<file path="src/rtl/uart_io_ctrl.sv">
// uart_io_ctrl: responder for the exec-stage UART request handshake.
// Write requests land in a TX FIFO that feeds the byte serializer; bytes from
// the deserializer land in an RX FIFO that read requests drain. A completion
// pulse is held back while the TX FIFO is full (write) or the RX FIFO is
// empty (read), which stalls exec until space or data appears.
module uart_io_ctrl #(
  parameter int TX_AW = 4,
  parameter int RX_AW = 4
) (
  input  logic             clk,
  input  logic             rstn,
  input  logic             uart_wenable,
  input  logic [31:0]      uart_wd,
  output logic             uart_wdone,
  input  logic             uart_renable,
  output logic             uart_rdone,
  output logic [31:0]      uart_rd,
  output logic [7:0]       tx_data,
  output logic             tx_valid,
  input  logic             tx_ready,
  input  logic [7:0]       rx_data,
  input  logic             rx_valid,
  input  logic             err_clr,
  output logic             rx_overrun,
  output logic             proto_err,
  output logic [TX_AW:0]   tx_count,
  output logic [RX_AW:0]   rx_count
);

  localparam logic [TX_AW:0] TX_DEPTH = (TX_AW+1)'(2**TX_AW);
  localparam logic [RX_AW:0] RX_DEPTH = (RX_AW+1)'(2**RX_AW);

  typedef enum logic {W_IDLE, W_FULL} wstate_t;
  typedef enum logic {R_IDLE, R_EMPTY} rstate_t;

  // Only the low byte of a write carries data.
  logic unused_wd_hi;
  assign unused_wd_hi = ^uart_wd[31:8];

  // ---------------- TX side ----------------
  logic [7:0]       tx_mem_q [2**TX_AW];
  logic [TX_AW-1:0] tx_wr_ptr_q, tx_wr_ptr_d;
  logic [TX_AW-1:0] tx_rd_ptr_q, tx_rd_ptr_d;
  logic [TX_AW:0]   tx_count_q, tx_count_d;
  logic             tx_full, tx_empty, tx_push, tx_pop;
  logic [7:0]       tx_push_data;
  wstate_t          wstate_q, wstate_d;
  logic [7:0]       wbuf_q, wbuf_d;
  logic             wdone_q, wdone_d;
  logic             proto_w;

  assign tx_full  = (tx_count_q == TX_DEPTH);
  assign tx_empty = (tx_count_q == '0);
  assign tx_pop   = !tx_empty && tx_ready;

  // Write FSM: push immediately when there is room, otherwise park the byte
  // and push it on the first edge the registered count shows space.
  always_comb begin
    // NOTE: every always_comb output gets a default first so no path leaves it unassigned and infers a latch.
    wstate_d     = wstate_q;
    wbuf_d       = wbuf_q;
    tx_push      = 1'b0;
    tx_push_data = uart_wd[7:0];
    proto_w      = 1'b0;
    case (wstate_q)
      W_IDLE: begin
        if (uart_wenable) begin
          if (!tx_full) begin
            tx_push = 1'b1;
          end else begin
            wbuf_d   = uart_wd[7:0];
            wstate_d = W_FULL;
          end
        end
      end
      W_FULL: begin
        proto_w = uart_wenable;
        if (!tx_full) begin
          tx_push      = 1'b1;
          tx_push_data = wbuf_q;
          wstate_d     = W_IDLE;
        end
      end
      default: wstate_d = W_IDLE;
    endcase
    wdone_d = tx_push;
  end

  // TX FIFO pointer and occupancy update.
  always_comb begin
    tx_wr_ptr_d = tx_push ? tx_wr_ptr_q + TX_AW'(1) : tx_wr_ptr_q;
    tx_rd_ptr_d = tx_pop  ? tx_rd_ptr_q + TX_AW'(1) : tx_rd_ptr_q;
    tx_count_d  = tx_count_q + {{TX_AW{1'b0}}, tx_push} - {{TX_AW{1'b0}}, tx_pop};
  end

  // TX FIFO storage write.
  // NOTE: FIFO storage is not reset; the pointers and count alone define which entries are valid.
  always_ff @(posedge clk) begin
    if (tx_push) tx_mem_q[tx_wr_ptr_q] <= tx_push_data;
  end

  assign tx_valid = !tx_empty;
  assign tx_data  = tx_empty ? 8'h00 : tx_mem_q[tx_rd_ptr_q];

  // ---------------- RX side ----------------
  logic [7:0]       rx_mem_q [2**RX_AW];
  logic [RX_AW-1:0] rx_wr_ptr_q, rx_wr_ptr_d;
  logic [RX_AW-1:0] rx_rd_ptr_q, rx_rd_ptr_d;
  logic [RX_AW:0]   rx_count_q, rx_count_d;
  logic             rx_full, rx_empty, rx_push, rx_pop, rx_drop;
  rstate_t          rstate_q, rstate_d;
  logic [7:0]       rd_q, rd_d;
  logic             rdone_q, rdone_d;
  logic             proto_r;

  assign rx_full  = (rx_count_q == RX_DEPTH);
  assign rx_empty = (rx_count_q == '0);
  // A pop on the same edge does not rescue a byte arriving into a full FIFO.
  assign rx_push  = rx_valid && !rx_full;
  assign rx_drop  = rx_valid && rx_full;

  // Read FSM: pop immediately when data is present, otherwise wait in
  // R_EMPTY until the registered count shows a byte.
  always_comb begin
    rstate_d = rstate_q;
    rx_pop   = 1'b0;
    proto_r  = 1'b0;
    case (rstate_q)
      R_IDLE: begin
        if (uart_renable) begin
          if (!rx_empty) rx_pop = 1'b1;
          else           rstate_d = R_EMPTY;
        end
      end
      R_EMPTY: begin
        proto_r = uart_renable;
        if (!rx_empty) begin
          rx_pop   = 1'b1;
          rstate_d = R_IDLE;
        end
      end
      default: rstate_d = R_IDLE;
    endcase
    rdone_d = rx_pop;
    rd_d    = rx_pop ? rx_mem_q[rx_rd_ptr_q] : rd_q;
  end

  // RX FIFO pointer and occupancy update.
  always_comb begin
    rx_wr_ptr_d = rx_push ? rx_wr_ptr_q + RX_AW'(1) : rx_wr_ptr_q;
    rx_rd_ptr_d = rx_pop  ? rx_rd_ptr_q + RX_AW'(1) : rx_rd_ptr_q;
    rx_count_d  = rx_count_q + {{RX_AW{1'b0}}, rx_push} - {{RX_AW{1'b0}}, rx_pop};
  end

  // RX FIFO storage write.
  always_ff @(posedge clk) begin
    if (rx_push) rx_mem_q[rx_wr_ptr_q] <= rx_data;
  end

  // ---------------- sticky errors ----------------
  logic rx_overrun_q, rx_overrun_d;
  logic proto_err_q, proto_err_d;

  // Clearing wins over a same-cycle error so software never loses the clear.
  always_comb begin
    rx_overrun_d = err_clr ? 1'b0 : (rx_overrun_q | rx_drop);
    proto_err_d  = err_clr ? 1'b0 : (proto_err_q | proto_w | proto_r);
  end

  // State registers for both paths and the error flags.
  always_ff @(posedge clk or negedge rstn) begin
    // NOTE: sequential state uses non-blocking assignments so every flop samples pre-edge values.
    if (!rstn) begin
      wstate_q     <= W_IDLE;
      wbuf_q       <= '0;
      wdone_q      <= 1'b0;
      tx_wr_ptr_q  <= '0;
      tx_rd_ptr_q  <= '0;
      tx_count_q   <= '0;
      rstate_q     <= R_IDLE;
      rd_q         <= '0;
      rdone_q      <= 1'b0;
      rx_wr_ptr_q  <= '0;
      rx_rd_ptr_q  <= '0;
      rx_count_q   <= '0;
      rx_overrun_q <= 1'b0;
      proto_err_q  <= 1'b0;
    end else begin
      wstate_q     <= wstate_d;
      wbuf_q       <= wbuf_d;
      wdone_q      <= wdone_d;
      tx_wr_ptr_q  <= tx_wr_ptr_d;
      tx_rd_ptr_q  <= tx_rd_ptr_d;
      tx_count_q   <= tx_count_d;
      rstate_q     <= rstate_d;
      rd_q         <= rd_d;
      rdone_q      <= rdone_d;
      rx_wr_ptr_q  <= rx_wr_ptr_d;
      rx_rd_ptr_q  <= rx_rd_ptr_d;
      rx_count_q   <= rx_count_d;
      rx_overrun_q <= rx_overrun_d;
      proto_err_q  <= proto_err_d;
    end
  end

  assign uart_wdone = wdone_q;
  assign uart_rdone = rdone_q;
  assign uart_rd    = {24'h0, rd_q};
  assign rx_overrun = rx_overrun_q;
  assign proto_err  = proto_err_q;
  assign tx_count   = tx_count_q;
  assign rx_count   = rx_count_q;

endmodule

</file>
<file path="config.mk">
export PLATFORM = sky130hd
export DESIGN_NAME = uart_io_ctrl
export DESIGN_NICKNAME = d
export VERILOG_FILES = /design/src/rtl/uart_io_ctrl.sv
export SDC_FILE = /design/constraint.sdc
export NUM_CORES = 1
export LEC_CHECK = 0
export BUFFER_PORTS_ARGS = -buffer_cell sky130_fd_sc_hd__buf_2
export CAP_MARGIN = 20
export CORE_ASPECT_RATIO = 1.5
export CORE_UTILIZATION = 43
export CTS_CLUSTER_DIAMETER = 120
export DETAILED_ROUTE_END_ITERATION = 8
export PLACE_DENSITY = 0.62
export RECOVER_POWER = 100
export SLEW_MARGIN = 40
export SYNTH_ARGS = -nofsm -noshare
export SYNTH_HDL_FRONTEND = slang
export SYNTH_SLANG_ARGS = --single-unit
</file>
<file path="constraint.sdc">
create_clock -name clk -period 3.4 [get_ports clk]
set_clock_uncertainty 0.15 [all_clocks]
set_input_delay 0.51 -clock clk [delete_from_list [all_inputs] [get_ports clk]]
set_output_delay 0.51 -clock clk [all_outputs]
set_load 0.02 [all_outputs]
</file>
Yosys cells after proc, flatten, opt, wreduce, memory -nomap -nowiden:

Memory sizes are Yosys's and may differ from the RTL's. A register that Yosys moved wholly into a read port is not among the register bits.
Index checks and enable logic that the tools add are counted.

* register bits after elaboration: 40
* bits in writable memories: 256
* bits of input ports: 47
* output and inout bits: 55
* word-level logic and storage cells: 62
* memories kept: 2

Memory list
* rx_mem_q: depth 16, width 8, rd ports 1, clocked after memory_dff 1, wr ports 1, RTL line 106 `logic [7:0] rx_mem_q [2**RX_AW];`
* tx_mem_q: depth 16, width 8, rd ports 1, clocked after memory_dff 0, wr ports 1, RTL line 41 `logic [7:0] tx_mem_q [2**TX_AW];`

* add/sub/neg operators: 8
* eq/ne operators: 2
* mux-type cells: 23
* bitwise gates (word level): 5
* reductions and logical operators: 9

Operator list (count)
* $mux W8: 3
* $add A4 B1 Y4 const B: 4
* $mux W1: 16
* $add A5 B1 Y5: 2
* $eq A5 B5 Y1 const B: 2
* $logic_not A5 Y1: 2
* $sub A5 B1 Y5: 2
* $pmux W1 S2: 4
* $logic_and A1 B1 Y1: 3
* $logic_not A1 Y1: 3
* $or A1 B1 Y1: 3
* $not A1 Y1: 2
* $reduce_and A2 Y1: 1

Depth between registers and ports, before layout:

* word-level depth: 6
* mapped depth: 15
* gate-level depth less buffers: 14

Worst setup path before layout:

Ideal clock, no wire load.

* path kind: register to register
* start: register tx_count_q[3], in the netlist tx_count[3]
* end: register tx_count_q[4], in the netlist tx_count[4]
* library setup time: 0.080 ns
* arrival: 2.810 ns
* data required time: 3.170 ns
* path slack: 0.360 ns
* cell stages (with the launch flop): 15
* path buffers: 1
* clock period less this slack: 3.040 ns
* cells stage by stage: dfrtp_1 inv_1 ha_1 or4b_4 and2_4 buf_6 ha_1 inv_1 ha_1 inv_1 fa_1 inv_1 a21oi_1 o21bai_1 xnor2_1

* elaborated cells between the ends (all ways): 9
* classes of those cells: add/sub: 2; eq/ne: 1; mux: 3; reduce/logical: 3

RTL lines
* start: declaration: RTL line 44 `logic [TX_AW:0] tx_count_q, tx_count_d;`
* start signal: assignment: RTL line 194 `tx_count_q <= tx_count_d;`
* $logic_not A5 Y1: RTL line 53 `assign tx_empty = (tx_count_q == '0);`
* $logic_not A1 Y1
* named net tx_valid: RTL line 19 `output logic tx_valid,`
* $logic_and A1 B1 Y1: RTL line 54 `assign tx_pop = !tx_empty && tx_ready;`
* named net tx_pop: RTL line 45 `logic tx_full, tx_empty, tx_push, tx_pop;`
* $sub A5 B1 Y5: RTL line 93 `tx_count_d = tx_count_q + {{TX_AW{1'b0}}, tx_push} - {{TX_AW{1'b0}}, tx_pop};`
* named net tx_count_d[4]: RTL line 44

The timed path passes the listed nets, and every way through them passes these cells.
A chain may end at the register's enable or synchronous reset.

Final worst setup path:

* start: register tx_count_q[3], in the netlist tx_count[3]
* end: output tx_data[7]

* word-level cells in the longest chain between the ends: 2

RTL lines
* $logic_not A5 Y1: RTL line 53
* $mux W8: RTL line 103 `assign tx_data = tx_empty ? 8'h00 : tx_mem_q[tx_rd_ptr_q];`
* end: declaration: RTL line 18 `output logic [7:0] tx_data,`

Every way passes these cells.

==> impl_metrics.json <==
{
  "r2r_end": "tx_count[4]$_DFF_PN0_",
  "synth_common_cells": "edfxtp_1 (256), dfrtp_1 (48), mux4_2 (45)",
  "reg2reg_from": "tx_count[3]$_DFF_PN0_",
  "wl_per_cell_um": 21.0,
  "p_leak_nw": 4.86,
  "worst_pin_slew_ps": 2140,
  "antenna_left": 0,
  "dieArea_mm2": 0.0297,
  "nNetsFinal": 809,
  "numClockSinks": 304,
  "hp-start": "uart_wd[1]",
  "start_util_pct": 43.6,
  "layout-drive-gt1-share_pct": 15.5,
  "cpPeakStageDelay_ps": 530,
  "ys_types": 48,
  "n_antenna_cell": 0,
  "multi_input_area_mm2": 0.00320,
  "synth-main-ff-cell": "edfxtp_1",
  "synth_edf_count": 256,
  "syn_to_final_growth_pct": 11.9,
  "hold_class": "primary input to register",
  "route.detailed.drc": 0,
  "max-slew-margin-rel_pct": -42.4,
  "core_area_mm2": 0.0286,
  "cts-buffers-inserted": 29,
  "finalCritPeriodShare_pct": 91.9,
  "drv_slew": 33,
  "cts_root_buffer": "clkbuf_16",
  "powerDensity_mw_per_mm2": 840,
  "fmax_mhz": 320,
  "rr_worst_depth": 13,
  "fp.dieH_um": 211,
  "seq_area_mm2": 0.00889,
  "critical_path_class": "register to output port",
  "drtPass1Iterations": 4,
  "yosysTopAreaCell": "edfxtp_1",
  "synthCells": 654,
  "worstSetupStartpointType": "register",
  "cts.clk_slew.worst_paths_ps": 60,
  "synthTopCellsByArea": "edfxtp_1 (62%), dfrtp_1 (9.6%), mux4_2 (8.1%)",
  "std_cell_rows": 76,
  "failed_checks": "max-capacitance violations, max-slew violations",
  "holdPathStages": 2,
  "io_pins": 102,
  "path_max_fanout": 8,
  "grt_overflow": 0,
  "antenna_found_initial": 0,
  "synth_top_area_share_pct": 61.6,
  "cap_violations": 1,
  "setup_viol": 0,
  "grt_pass1_vias": 6498,
  "cts_resized": 0,
  "fill_cells": 2398,
  "ys_seq_elements": 304,
  "hpwl_mm": 16.7,
  "hold_viol_final": 0,
  "async_reset_ff_share_pct": 15.8,
  "grt_max_degree": 36,
  "portBuffers": 53,
  "synth_warnings": 0,
  "h-tree-depth": 1,
  "grt_pass1_wl_mm": 37.4,
  "avgSynthCellArea_um2": 19.1,
  "slowest_stage": "or4b_1",
  "period_minus_slack_ps": 3130,
  "setup_tns_ps": 0,
  "cp_data_required_time_ps": 2740,
  "drt-initial-drc-count": 326,
  "finalWirelength_mm": 24.2,
  "crit_arrival_ps": 2470,
  "power_w": 0.0117,
  "gp_congestion": 0.744,
  "synth_seq_area_share_pct": 71.2,
  "vias_per_cell": 5.14,
  "clk_latency_ps": 550,
  "grt_util_all_layers_pct": 17.0,
  "cp-end-kind": "output port",
  "cts.path.max_buffers": 3,
  "r2r_slack_ps": 330,
  "outcome": "complete, but fails checks",
  "rsz0062_at_grt": "false",
  "ir_drop_mv": 0.536,
  "tritoncts": "done",
  "whs_endpoint": "wbuf_q[1]$_DFFE_PN0P_",
  "die_w_um": 141,
  "netlist_area_mm2": 0.0125,
  "crit_chain": "inv_1, ha_1, or4b_1, nand2b_1, o22ai_1, clkbuf_1",
  "vias": 5920,
  "synth.most_common_cell": "edfxtp_1"
}
==> kinds of logic (layout without fill, tap and decap cells) <==
family                     Yosys count  in the layout  share of synthesized area, %
other                                1             24                        0.0300
and+or+nand+nor                     76             76                          2.96
AOI/OAI and AO/OA                   46             46                          2.50
xor gates and xnor gates            20             20                          1.40
DFF                                304            304                          71.2
muxes                              105            105                          15.6
adders and majority gates           24             24                          2.53
buffers and inverters               78            162                          3.77
==> power breakdown <==
part	internal (W)	switching (W)
Clock	0.00177	0.00132
Combinational	0.00155	0.00194
Sequential	0.00468	0.000475
Total	0.00799	0.00373
==> stage by stage <==
| stage | cells | util [%] | worst slack, ps | hold WS (ps) | instance area [um2] |
|---|---|---|---|---|---|
| after floorplan | 677 | - | 360 | 64.4 | 12600 |
| after global routing | 1151 | 48.8 | 138 | 22.9 | 14000 |
| after CTS | 1151 | 49.3 | 332 | 11.1 | 14100 |
| final | 1151 | 48.8 | 274 | 43.0 | 14000 |
| after global placement | 1095 | 46.0 | 493 | 308 | 13200 |
| after detailed placement | 1095 | 46.0 | 409 | 313 | 13200 |
==> routing by layer <==
metal | up-vias | global-route usage, % | wire (um)
li1 | 2692 | - | -
met2 | 130 | 33.2 | 13800
met1 | 3050 | 18.0 | 8810
met5 | - | 0 | 0
met4 | 0 | 6.15 | 642
met3 | 48 | 2.72 | 920
==> flip-flops by register name, summed over array words and instances, names as in the netlist, 4 cells and up <==
register	flops
tx_rd_ptr_q	4
rx_count	5
rd_q	8
tx_count	5
rx_wr_ptr_q	4
wbuf_q	8
tx_wr_ptr_q	4
rx_rd_ptr_q	4
tx_mem_q	128
rx_mem_q	128
==> how the worst max path moves through the flow <==
stage,startpoint,end,slack [ps],cells after the start
after floorplan,tx_count[3]$_DFF_PN0_,tx_count[4]$_DFF_PN0_,360,14
after global placement,tx_count[3]$_DFF_PN0_,tx_count[4]$_DFF_PN0_,490,13
after detailed placement,tx_count[3]$_DFF_PN0_,tx_count[4]$_DFF_PN0_,410,13
after CTS,tx_rd_ptr_q[0]$_DFFE_PN0P_,tx_data[0],330,5
after global routing,rx_count[3]$_DFF_PN0_,rx_count[4]$_DFF_PN0_,140,14
final,tx_count[3]$_DFF_PN0_,tx_data[7],270,6
==> cell usage in the layout (no fill, tap or decap), drive strengths merged, types with 3 or more instances in the layout <==
cell type,n
edfxtp,256
clkbuf,103
mux4,64
dfrtp,48
nor2,30
inv,25
mux2i,24
conb,24
ha,22
nand2,19
buf,19
mux2,17
xnor2,15
o22ai,15
a21o,9
clkinv,9
nor3,8
a211oi,7
a21oi,6
xor2,5
nand2b,5
nand4,4
o21ai,3
==> final cells by class <==
cell class | count | share of cell area, %
tap | 390 | 3.49
inverter | 23 | 0.618
clock inverter | 15 | 0.950
timing repair buffer | 85 | 2.75
clock buffer | 39 | 5.61
multi-input combinational | 295 | 22.9
sequential | 304 | 63.7
==> critical path, delay by kind of cell (launching register included) <==
family                     cells  cell delay (ps)
DFF                            1              410
AOI/OAI and AO/OA              1              180
buffers and inverters          2              310
adders and majority gates      1              160
and+or+nand+nor                2              860
==> timing repair <==
action,CTS,global route
hold endpoints to repair,33,0
hold buffers,2,0
setup buffers,0,0
Note: power is estimated with default switching activity, not from simulation.
